**config.mk**
```make
export PLATFORM = sky130hd
export DESIGN_NAME = regfile_mbist_ctrl_flat
export DESIGN_NICKNAME = d
export VERILOG_FILES = /design/src/rtl/regfile_mbist_ctrl_if.sv /design/src/rtl/regfile_mbist_ctrl.sv /design/src/flat_wrapper.sv
export SDC_FILE = /design/constraint.sdc
export NUM_CORES = 1
export LEC_CHECK = 0
export ABC_CLOCK_PERIOD_IN_PS = 3950
export CORE_ASPECT_RATIO = 1.5
export CORE_UTILIZATION = 30
export CTS_CLUSTER_DIAMETER = 120
export CTS_CLUSTER_SIZE = 24
export DETAILED_ROUTE_END_ITERATION = 10
export PLACE_DENSITY_LB_ADDON = 0.08
export REMOVE_ABC_BUFFERS = 1
export SLEW_MARGIN = 15
export SYNTH_ARGS = -nofsm -noshare
export SYNTH_HDL_FRONTEND = slang
export SYNTH_SLANG_ARGS = --single-unit
export TNS_END_PERCENT = 5
```
**constraint.sdc**
```tcl
create_clock -name clk -period 3.95 [get_ports clk]
set_input_delay 1.185 -clock clk [delete_from_list [all_inputs] [get_ports clk]]
set_output_delay 1.185 -clock clk [all_outputs]
set_load 0.05 [all_outputs]
```
**src/rtl/regfile_mbist_ctrl_if.sv**
```systemverilog
// Register-file 1RW test-port bundle between the March C- BIST controller
// (master) and the register-file test wrapper (slave).
//   bist  : test-port mux select into the wrapper
//   csn_t : test chip select, active low
//   wen_t : test write enable, active low (1 = read)
//   a_t   : test address (wrapper maps it to physical ~a_t[ADDR_WIDTH-2:0])
//   d_t   : test write data
//   q_t   : test read data, valid the cycle after a read is issued
interface regfile_mbist_ctrl_if #(
  parameter int ADDR_WIDTH = 5,
  parameter int DATA_WIDTH = 32
);
  logic                  bist;
  logic                  csn_t;
  logic                  wen_t;
  logic [ADDR_WIDTH-1:0] a_t;
  logic [DATA_WIDTH-1:0] d_t;
  logic [DATA_WIDTH-1:0] q_t;

  modport master (
    output bist, csn_t, wen_t, a_t, d_t,
    input  q_t
  );

  modport slave (
    input  bist, csn_t, wen_t, a_t, d_t,
    output q_t
  );
endinterface

```
**src/rtl/regfile_mbist_ctrl.sv**
```systemverilog
// March C- memory-BIST controller for the integer register file.
// Drives the wrapper's 1RW test port with one access per cycle and compares
// each read's data on the following cycle.
//   clk, rst_n      : core clock, synchronous active-low reset
//   start_i         : start request, honoured only in IDLE or DONE
//   tp              : test-port bundle (master side)
//   busy_o          : high in SETUP/RUN/DRAIN
//   done_o          : level, high in DONE
//   fail_o          : sticky mismatch flag
//   fail_addr_o     : test address of the first mismatch
//   fail_elem_o     : March element (0-5) of the first mismatch
//   err_cnt_o       : saturating mismatch count
//
// March C- sequence (background 0 = all zeros, 1 = all ones):
//   E0 up(w0)  E1 up(r0,w1)  E2 up(r1,w0)  E3 down(r0,w1)  E4 down(r1,w0)  E5 up(r0)
// Only addresses 0..N-1 (N = 2^(ADDR_WIDTH-1)-1) are swept with the MSB
// held at 0: lower bits all-ones would land on physical x0.
module regfile_mbist_ctrl #(
  parameter int ADDR_WIDTH   = 5,
  parameter int DATA_WIDTH   = 32,
  parameter bit STOP_ON_FAIL = 1'b0,
  parameter int ERRCNT_WIDTH = 8
) (
  input  logic                    clk,
  input  logic                    rst_n,
  input  logic                    start_i,
  regfile_mbist_ctrl_if.master    tp,
  output logic                    busy_o,
  output logic                    done_o,
  output logic                    fail_o,
  output logic [ADDR_WIDTH-1:0]   fail_addr_o,
  output logic [2:0]              fail_elem_o,
  output logic [ERRCNT_WIDTH-1:0] err_cnt_o
);

  localparam int AW = ADDR_WIDTH - 1;
  localparam logic [AW-1:0] LAST_ADDR = {{(AW-1){1'b1}}, 1'b0};

  typedef enum logic [2:0] {
    S_IDLE,
    S_SETUP,
    S_RUN,
    S_DRAIN,
    S_DONE
  } state_t;

  function automatic logic [ERRCNT_WIDTH-1:0] sat_inc(input logic [ERRCNT_WIDTH-1:0] v);
    return (&v) ? v : v + ERRCNT_WIDTH'(1);
  endfunction

  state_t                  state_q, state_d;
  logic [2:0]              elem_q, elem_d;
  logic [AW-1:0]           addr_q, addr_d;
  logic                    op_q, op_d;
  logic                    clr_res;

  logic                    elem_up;
  logic                    acc_rd;
  logic                    wr_bg;
  logic                    rd_bg;
  logic                    last_op;
  logic                    last_addr;
  logic                    mismatch;
  logic                    halt;
  logic                    issue;

  logic                    vld_p1;
  logic                    exp_p1;
  logic [ADDR_WIDTH-1:0]   addr_p1;
  logic [2:0]              elem_p1;

  logic                    fail_q;
  logic [ADDR_WIDTH-1:0]   fail_addr_q;
  logic [2:0]              fail_elem_q;
  logic [ERRCNT_WIDTH-1:0] err_cnt_q;

  // Element decode: direction, op kind and background for the current access.
  always_comb begin
    elem_up   = (elem_q != 3'd3) && (elem_q != 3'd4);
    // E0 is write-only, E5 read-only; otherwise op 0 reads and op 1 writes.
    acc_rd    = (elem_q == 3'd5) || ((elem_q != 3'd0) && !op_q);
    wr_bg     = (elem_q == 3'd1) || (elem_q == 3'd3);
    rd_bg     = (elem_q == 3'd2) || (elem_q == 3'd4);
    last_op   = ((elem_q == 3'd0) || (elem_q == 3'd5)) ? 1'b1 : op_q;
    last_addr = elem_up ? (addr_q == LAST_ADDR) : (addr_q == '0);
    mismatch  = vld_p1 && (tp.q_t != {DATA_WIDTH{exp_p1}});
    // With STOP_ON_FAIL the mismatch cycle itself issues nothing.
    halt      = STOP_ON_FAIL && mismatch;
    issue     = (state_q == S_RUN) && !halt;
  end

  always_comb begin
    state_d = state_q;
    elem_d  = elem_q;
    addr_d  = addr_q;
    op_d    = op_q;
    clr_res = 1'b0;
    case (state_q)
      S_IDLE, S_DONE: begin
        if (start_i) begin
          state_d = S_SETUP;
          clr_res = 1'b1;
          elem_d  = 3'd0;
          addr_d  = '0;
          op_d    = 1'b0;
        end
      end
      S_SETUP: state_d = S_RUN;
      S_RUN: begin
        if (halt) begin
          state_d = S_DRAIN;
        end else if (!last_op) begin
          op_d = 1'b1;
        end else begin
          op_d = 1'b0;
          if (!last_addr) begin
            addr_d = elem_up ? addr_q + AW'(1) : addr_q - AW'(1);
          end else if (elem_q == 3'd5) begin
            state_d = S_DRAIN;
          end else begin
            elem_d = elem_q + 3'd1;
            // E3 and E4 sweep downwards, so they start from the top word.
            addr_d = ((elem_q == 3'd2) || (elem_q == 3'd3)) ? LAST_ADDR : '0;
          end
        end
      end
      S_DRAIN: state_d = S_DONE;
      default: state_d = S_IDLE;
    endcase
  end

  always_comb begin
    busy_o   = (state_q == S_SETUP) || (state_q == S_RUN) || (state_q == S_DRAIN);
    done_o   = (state_q == S_DONE);
    tp.bist  = busy_o;
    tp.csn_t = !issue;
    tp.wen_t = !(issue && !acc_rd);
    tp.a_t   = issue ? {1'b0, addr_q} : '0;
    tp.d_t   = (issue && !acc_rd) ? {DATA_WIDTH{wr_bg}} : '0;
  end

  always_ff @(posedge clk) begin
    if (!rst_n) begin
      state_q     <= S_IDLE;
      elem_q      <= 3'd0;
      addr_q      <= '0;
      op_q        <= 1'b0;
      vld_p1      <= 1'b0;
      fail_q      <= 1'b0;
      fail_addr_q <= '0;
      fail_elem_q <= 3'd0;
      err_cnt_q   <= '0;
    end else begin
      state_q <= state_d;
      elem_q  <= elem_d;
      addr_q  <= addr_d;
      op_q    <= op_d;
      vld_p1  <= issue && acc_rd;
      if (clr_res) begin
        fail_q      <= 1'b0;
        fail_addr_q <= '0;
        fail_elem_q <= 3'd0;
        err_cnt_q   <= '0;
      end else if (mismatch) begin
        fail_q    <= 1'b1;
        err_cnt_q <= sat_inc(err_cnt_q);
        if (!fail_q) begin
          fail_addr_q <= addr_p1;
          fail_elem_q <= elem_p1;
        end
      end
    end
  end

  // ---- p0 -> p1: read issued; expected value and location held for compare ----
  always_ff @(posedge clk) begin
    if (issue && acc_rd) begin
      exp_p1  <= rd_bg;
      addr_p1 <= {1'b0, addr_q};
      elem_p1 <= elem_q;
    end
  end

  assign fail_o      = fail_q;
  assign fail_addr_o = fail_addr_q;
  assign fail_elem_o = fail_elem_q;
  assign err_cnt_o   = err_cnt_q;

endmodule

```
**src/flat_wrapper.sv**
```systemverilog
// flat-port wrapper written by rule: the top's interface ports become plain ports
module regfile_mbist_ctrl_flat 
#(
  parameter int ADDR_WIDTH   = 5,
  parameter int DATA_WIDTH   = 32,
  parameter bit STOP_ON_FAIL = 1'b0,
  parameter int ERRCNT_WIDTH = 8
)
  (clk, rst_n, start_i, busy_o, done_o, fail_o, fail_addr_o, fail_elem_o, err_cnt_o, tp_bist, tp_csn_t, tp_wen_t, tp_a_t, tp_d_t, tp_q_t);
  regfile_mbist_ctrl_if #(.ADDR_WIDTH(ADDR_WIDTH), .DATA_WIDTH(DATA_WIDTH)) tp_i ();
  input  logic clk;
  input  logic rst_n;
  input  logic start_i;
  output logic busy_o;
  output logic done_o;
  output logic fail_o;
  output logic [ADDR_WIDTH-1:0] fail_addr_o;
  output logic [2:0] fail_elem_o;
  output logic [ERRCNT_WIDTH-1:0] err_cnt_o;
  output wire logic [$bits(tp_i.bist)-1:0] tp_bist;
  output wire logic [$bits(tp_i.csn_t)-1:0] tp_csn_t;
  output wire logic [$bits(tp_i.wen_t)-1:0] tp_wen_t;
  output wire logic [$bits(tp_i.a_t)-1:0] tp_a_t;
  output wire logic [$bits(tp_i.d_t)-1:0] tp_d_t;
  input wire logic [$bits(tp_i.q_t)-1:0] tp_q_t;
  assign tp_bist = tp_i.bist;
  assign tp_csn_t = tp_i.csn_t;
  assign tp_wen_t = tp_i.wen_t;
  assign tp_a_t = tp_i.a_t;
  assign tp_d_t = tp_i.d_t;
  assign tp_i.q_t = tp_q_t;
  regfile_mbist_ctrl #(.ADDR_WIDTH(ADDR_WIDTH), .DATA_WIDTH(DATA_WIDTH), .STOP_ON_FAIL(STOP_ON_FAIL), .ERRCNT_WIDTH(ERRCNT_WIDTH)) u_core (.clk(clk), .rst_n(rst_n), .start_i(start_i), .tp(tp_i), .busy_o(busy_o), .done_o(done_o), .fail_o(fail_o), .fail_addr_o(fail_addr_o), .fail_elem_o(fail_elem_o), .err_cnt_o(err_cnt_o));
endmodule
```
==> impl_summary.txt <==
----------------------------------------------------
[STA]
  Post-route clock period utilization ... 86.85%
  Final-report hold violation count ... 0
  Worst Clk Skew ... approximately 0.013 ns
  Slew at the pin closest to its max-slew limit ... a little under 0.9 ns
  Final period demand of the worst path ... between 3 and 4 ns
  RSZ-0062 raised after global routing ... false
  Top achievable clock speed ... just under 0.3 GHz
  Total count of max-transition violations in the final report ... 0
  Worst slew slack as a fraction of its limit ... 40.67%
  Final setup fails ... 0
  Worst hold margin ... roughly 0.47 ns

[Logic synthesis]
  Total of flip-flops plus latches after synthesis ... 36
  Library cells used by synthesis ... 46
  Area fraction of the dominant cell type after synthesis ... 25.17%
  Dominant cells by area after synthesis ... sky130_fd_sc_hd__dfxtp_1, sky130_fd_sc_hd__buf_4, sky130_fd_sc_hd__edfxtp_1, sky130_fd_sc_hd__ha_1, sky130_fd_sc_hd__nand2_1
  Syn Inst Count ... between 200 and 300
  Asr flop ratio synth ... 0%
  Post-synth EDFFs ... 8
  Cell area after technology mapping ... around 0.0022 mm2
  Count of warnings emitted by yosys ... 0
  Top cell type by total area after synthesis ... sky130_fd_sc_hd__dfxtp_1
  Post-synthesis sequential area ratio ... 35.96%
  Average cell area after synthesis ... 8.436 um2
  Most used DFF post-synth ... sky130_fd_sc_hd__dfxtp_1

[Die]
  I/O pin cnt ... 94
  Vertical die dimension ... approximately 110 um
  Core ar. ... around 0.0072 mm2
  Initial Utilization ... between 30% and 40%
  Floorplan die area ... a little under 0.008 mm2
  Number of standard-cell rows in the floorplan ... 38
  Die X-Extent ... 72.35 um

[Worst hold path]
  Launch instance of the worst min-delay path ... u_core.state_q[2]$_SDFFE_PN0P_
  Worst Hold Endpoint ... u_core.state_q[1]$_SDFFE_PN0P_
  Cells on Worst Hold Path ... 1
  Kind of path behind the tightest hold check ... register to register

[Finish]
  Most used cells in the layout excluding fill and tap cells ... sky130_fd_sc_hd__clkdlybuf4s50_1, sky130_fd_sc_hd__buf_12, sky130_fd_sc_hd__dfxtp_1, sky130_fd_sc_hd__nand2_1, sky130_fd_sc_hd__nand3_1
  Final Cell Area ... 0.003427 mm2
  Count of placed standard cells in the final layout, fillers left out ... ~430
  Area overhead of the layout relative to synthesis ... 53.88%
  Share of cells above drive strength 1 ... about 15%
  Fillcell total ... approximately 740
  Most common cell after layout, fill and taps aside ... sky130_fd_sc_hd__clkdlybuf4s50_1
  Total Nets Final ... 370
  Share of the core filled with cells in the final layout ... 47.42%
  Count of antenna diodes in the layout ... 0

[Setup path]
  Crit path capture type ... output port
  Arrival time of the worst setup path ... 2.25 ns
  Beginning of the worst register-to-register path ... u_core.elem_q[0]$_SDFFE_PN0P_
  Crit start category ... register
  Required time worst endpoint ... about 2.8 ns
  Maximum cell stage delay along the critical path ... 0.40 ns
  List of cells traversed by the critical path ... inv_1, ha_1, nand2b_1, a21oi_1, nand2_1, nor2_1, buf_12, buf_12
  Critical-path cell with the highest stage delay ... sky130_fd_sc_hd__dfxtp_1
  Reg2Reg Capture Point ... u_core.addr_q[3]$_SDFFE_PN0P_
  Count of cell instances traversed by the critical path ... 8
  Critical path peak fanout ... 32
  Critical path's top delay family ... buffers and inverters
  WS Path Type ... register to output port
  Reg-to-reg setup timing slack ... roughly 1.4 ns
  Length in cells of the worst reg-to-reg path ... 10
  Most numerous cell on the critical path ... sky130_fd_sc_hd__buf_12
  Buffers & Inverters on Critical Path ... 3

[Routing]
  DRC Markers ... 0
  DR pass1 iterations ... 4
  Routed WL ... roughly 5200 um
  Count of antenna-violating nets left after detailed routing ... 0
  Vias after detailed routing ... around 2000
  Count of routing violations after the opening detailed-route iteration ... 57
  Routed length per instance ... approximately 12 um
  Routed via count divided by cell count ... ~4.7

[Power and ir drop]
  Final Total Pwr ... around 940 uW
  Power Density ... roughly 280 mW/mm2
  Static leakage power ... about 1.3 nW
  Peak ir drop on the vdd network ... between 0.1 and 0.15 mV

[Global route]
  Maximum number of pins on one net before global-route repair ... 33
  Remaining global-route overflow ... 0
  Antenna violations before repair ... 0
  Global-route wire length before repair ... ~8600 um
  Total GRT Usage ... ~14%
  Via count of the first global-routing pass ... ~1900

[Clocking]
  Total setup buffers inserted after CTS ... 0
  Inserted Clock Buffers ... 5
  Clock latency on the worst-skew pair ... between 0.2 and 0.3 ns
  H-Tree Depth ... 2
  Clock input transition at the sequential cells of the worst setup and hold paths ... ~0.07 ns
  TritonCTS clock tree ... done
  TritonCTS sink count ... 36
  Number of buffers inserted for hold repair after clock tree synthesis ... 0
  Maximum buffer depth of the clock tree ... 2
  Clock Root Buffer ... sky130_fd_sc_hd__clkbuf_8
  Post-cts resize count ... 0

[Placed design]
  RePlAce Congestion ... about 0.76
  Total cell area at the placement stage ... 0.003342 mm2
  DP Wirelength ... approximately 4300 um
  Port bufs ... between 90 and 100
  Inst Count DP ... roughly 420

[Flow run]
  Count of max-cap constraint violations ... 0

[Run status]
  Run status ... complete, no violations

----------------------------------------------------
## logic make-up after synthesis
| kind of cell | count (synthesis) | synth area share, % |
|---|---|---|
| xor+xnor | 3 | 1.180 |
| fa+ha+maj | 9 | 5.393 |
| compound gates | 49 | 14.72 |
| buf+inv | 55 | 15.28 |
| mux | 5 | 2.472 |
| flops | 36 | 35.96 |
| simple gates | 106 | 24.83 |
| other cells | 1 | 0.1684 |
## synthesized netlist by cell type, drive strengths merged, types with 2 or more instances
cell type  instances
ha                 8
edfxtp             8
or4                8
a21oi             14
o31ai              3
nor2b              3
nor3               5
o22a               2
nor4               4
a21boi             2
nand3             17
mux2i              4
clkbuf             4
nand2b             6
o22ai              2
o41ai              2
and2               7
inv               13
dfxtp             28
nand2             25
nand4              6
xnor2              2
a22o               2
or3                7
nor2              15
o21ai             14
a21o               3
buf               37
and3               2
## power by group
part           switching, mW  leakage (nW)  internal [mW]
logic                  0.173         0.913          0.120
registers             0.0116         0.295          0.385
clock network          0.128        0.0424          0.126
## layer usage
metal / track usage (%) / share of wire (%) / up-vias
met2: 28.57 / 57 / 72
met1: 13.08 / 36 / 912
met3: 3.839 / 6.4 / 6
met4: 4.622 / 1.3 / 0
li1: - / - / 1026
met5: 0 / 0 / -
## worst max-delay path by stage
stage	startpoint	end
2_1_floorplan	u_core.elem_q[1]$_SDFFE_PN0P_	tp_d_t[0]
3_3_place_gp	tp_q_t[18]	u_core.err_cnt_o[5]$_SDFFE_PP0P_
3_5_place_dp	tp_q_t[18]	u_core.err_cnt_o[5]$_SDFFE_PP0P_
4_1_cts	u_core.elem_q[1]$_SDFFE_PN0P_	tp_d_t[30]
5_1_grt	u_core.elem_q[1]$_SDFFE_PN0P_	tp_d_t[30]
6_report	u_core.elem_q[1]$_SDFFE_PN0P_	tp_d_t[30]
## sequential cells by signal, indices dropped and copies added, names as in the netlist
name and cells:
u_core.addr_p1 4, u_core.addr_q 4, u_core.elem_p1 3, u_core.elem_q 3
u_core.err_cnt_o 8, u_core.exp_p1 1, u_core.fail_addr_o 4, u_core.fail_elem_o 3
u_core.fail_o 1, u_core.op_q 1, u_core.state_q 3, u_core.vld_p1 1
## stage by stage
stage          setup WS (ns)  setup TNS [ns]
6_report              0.5193               0
5_1_grt               0.3504               0
4_1_cts               0.4911               0
3_5_place_dp          0.5309               0
3_3_place_gp          0.5486               0
2_1_floorplan         -18.10         -579.22
## layout make-up
cell class	count	area (um2)	area share, %
Clock inverter	1	8.758	0.2556
Sequential cell	36	800.8	23.37
Timing Repair Buffer	95	1274	37.17
Tap cell	100	125.1	3.651
Clock buffer	7	76.32	2.227
Inverter	14	52.55	1.533
Multi-Input combinational cell	174	1090	31.80
Power figures use the tool's default switching activity.
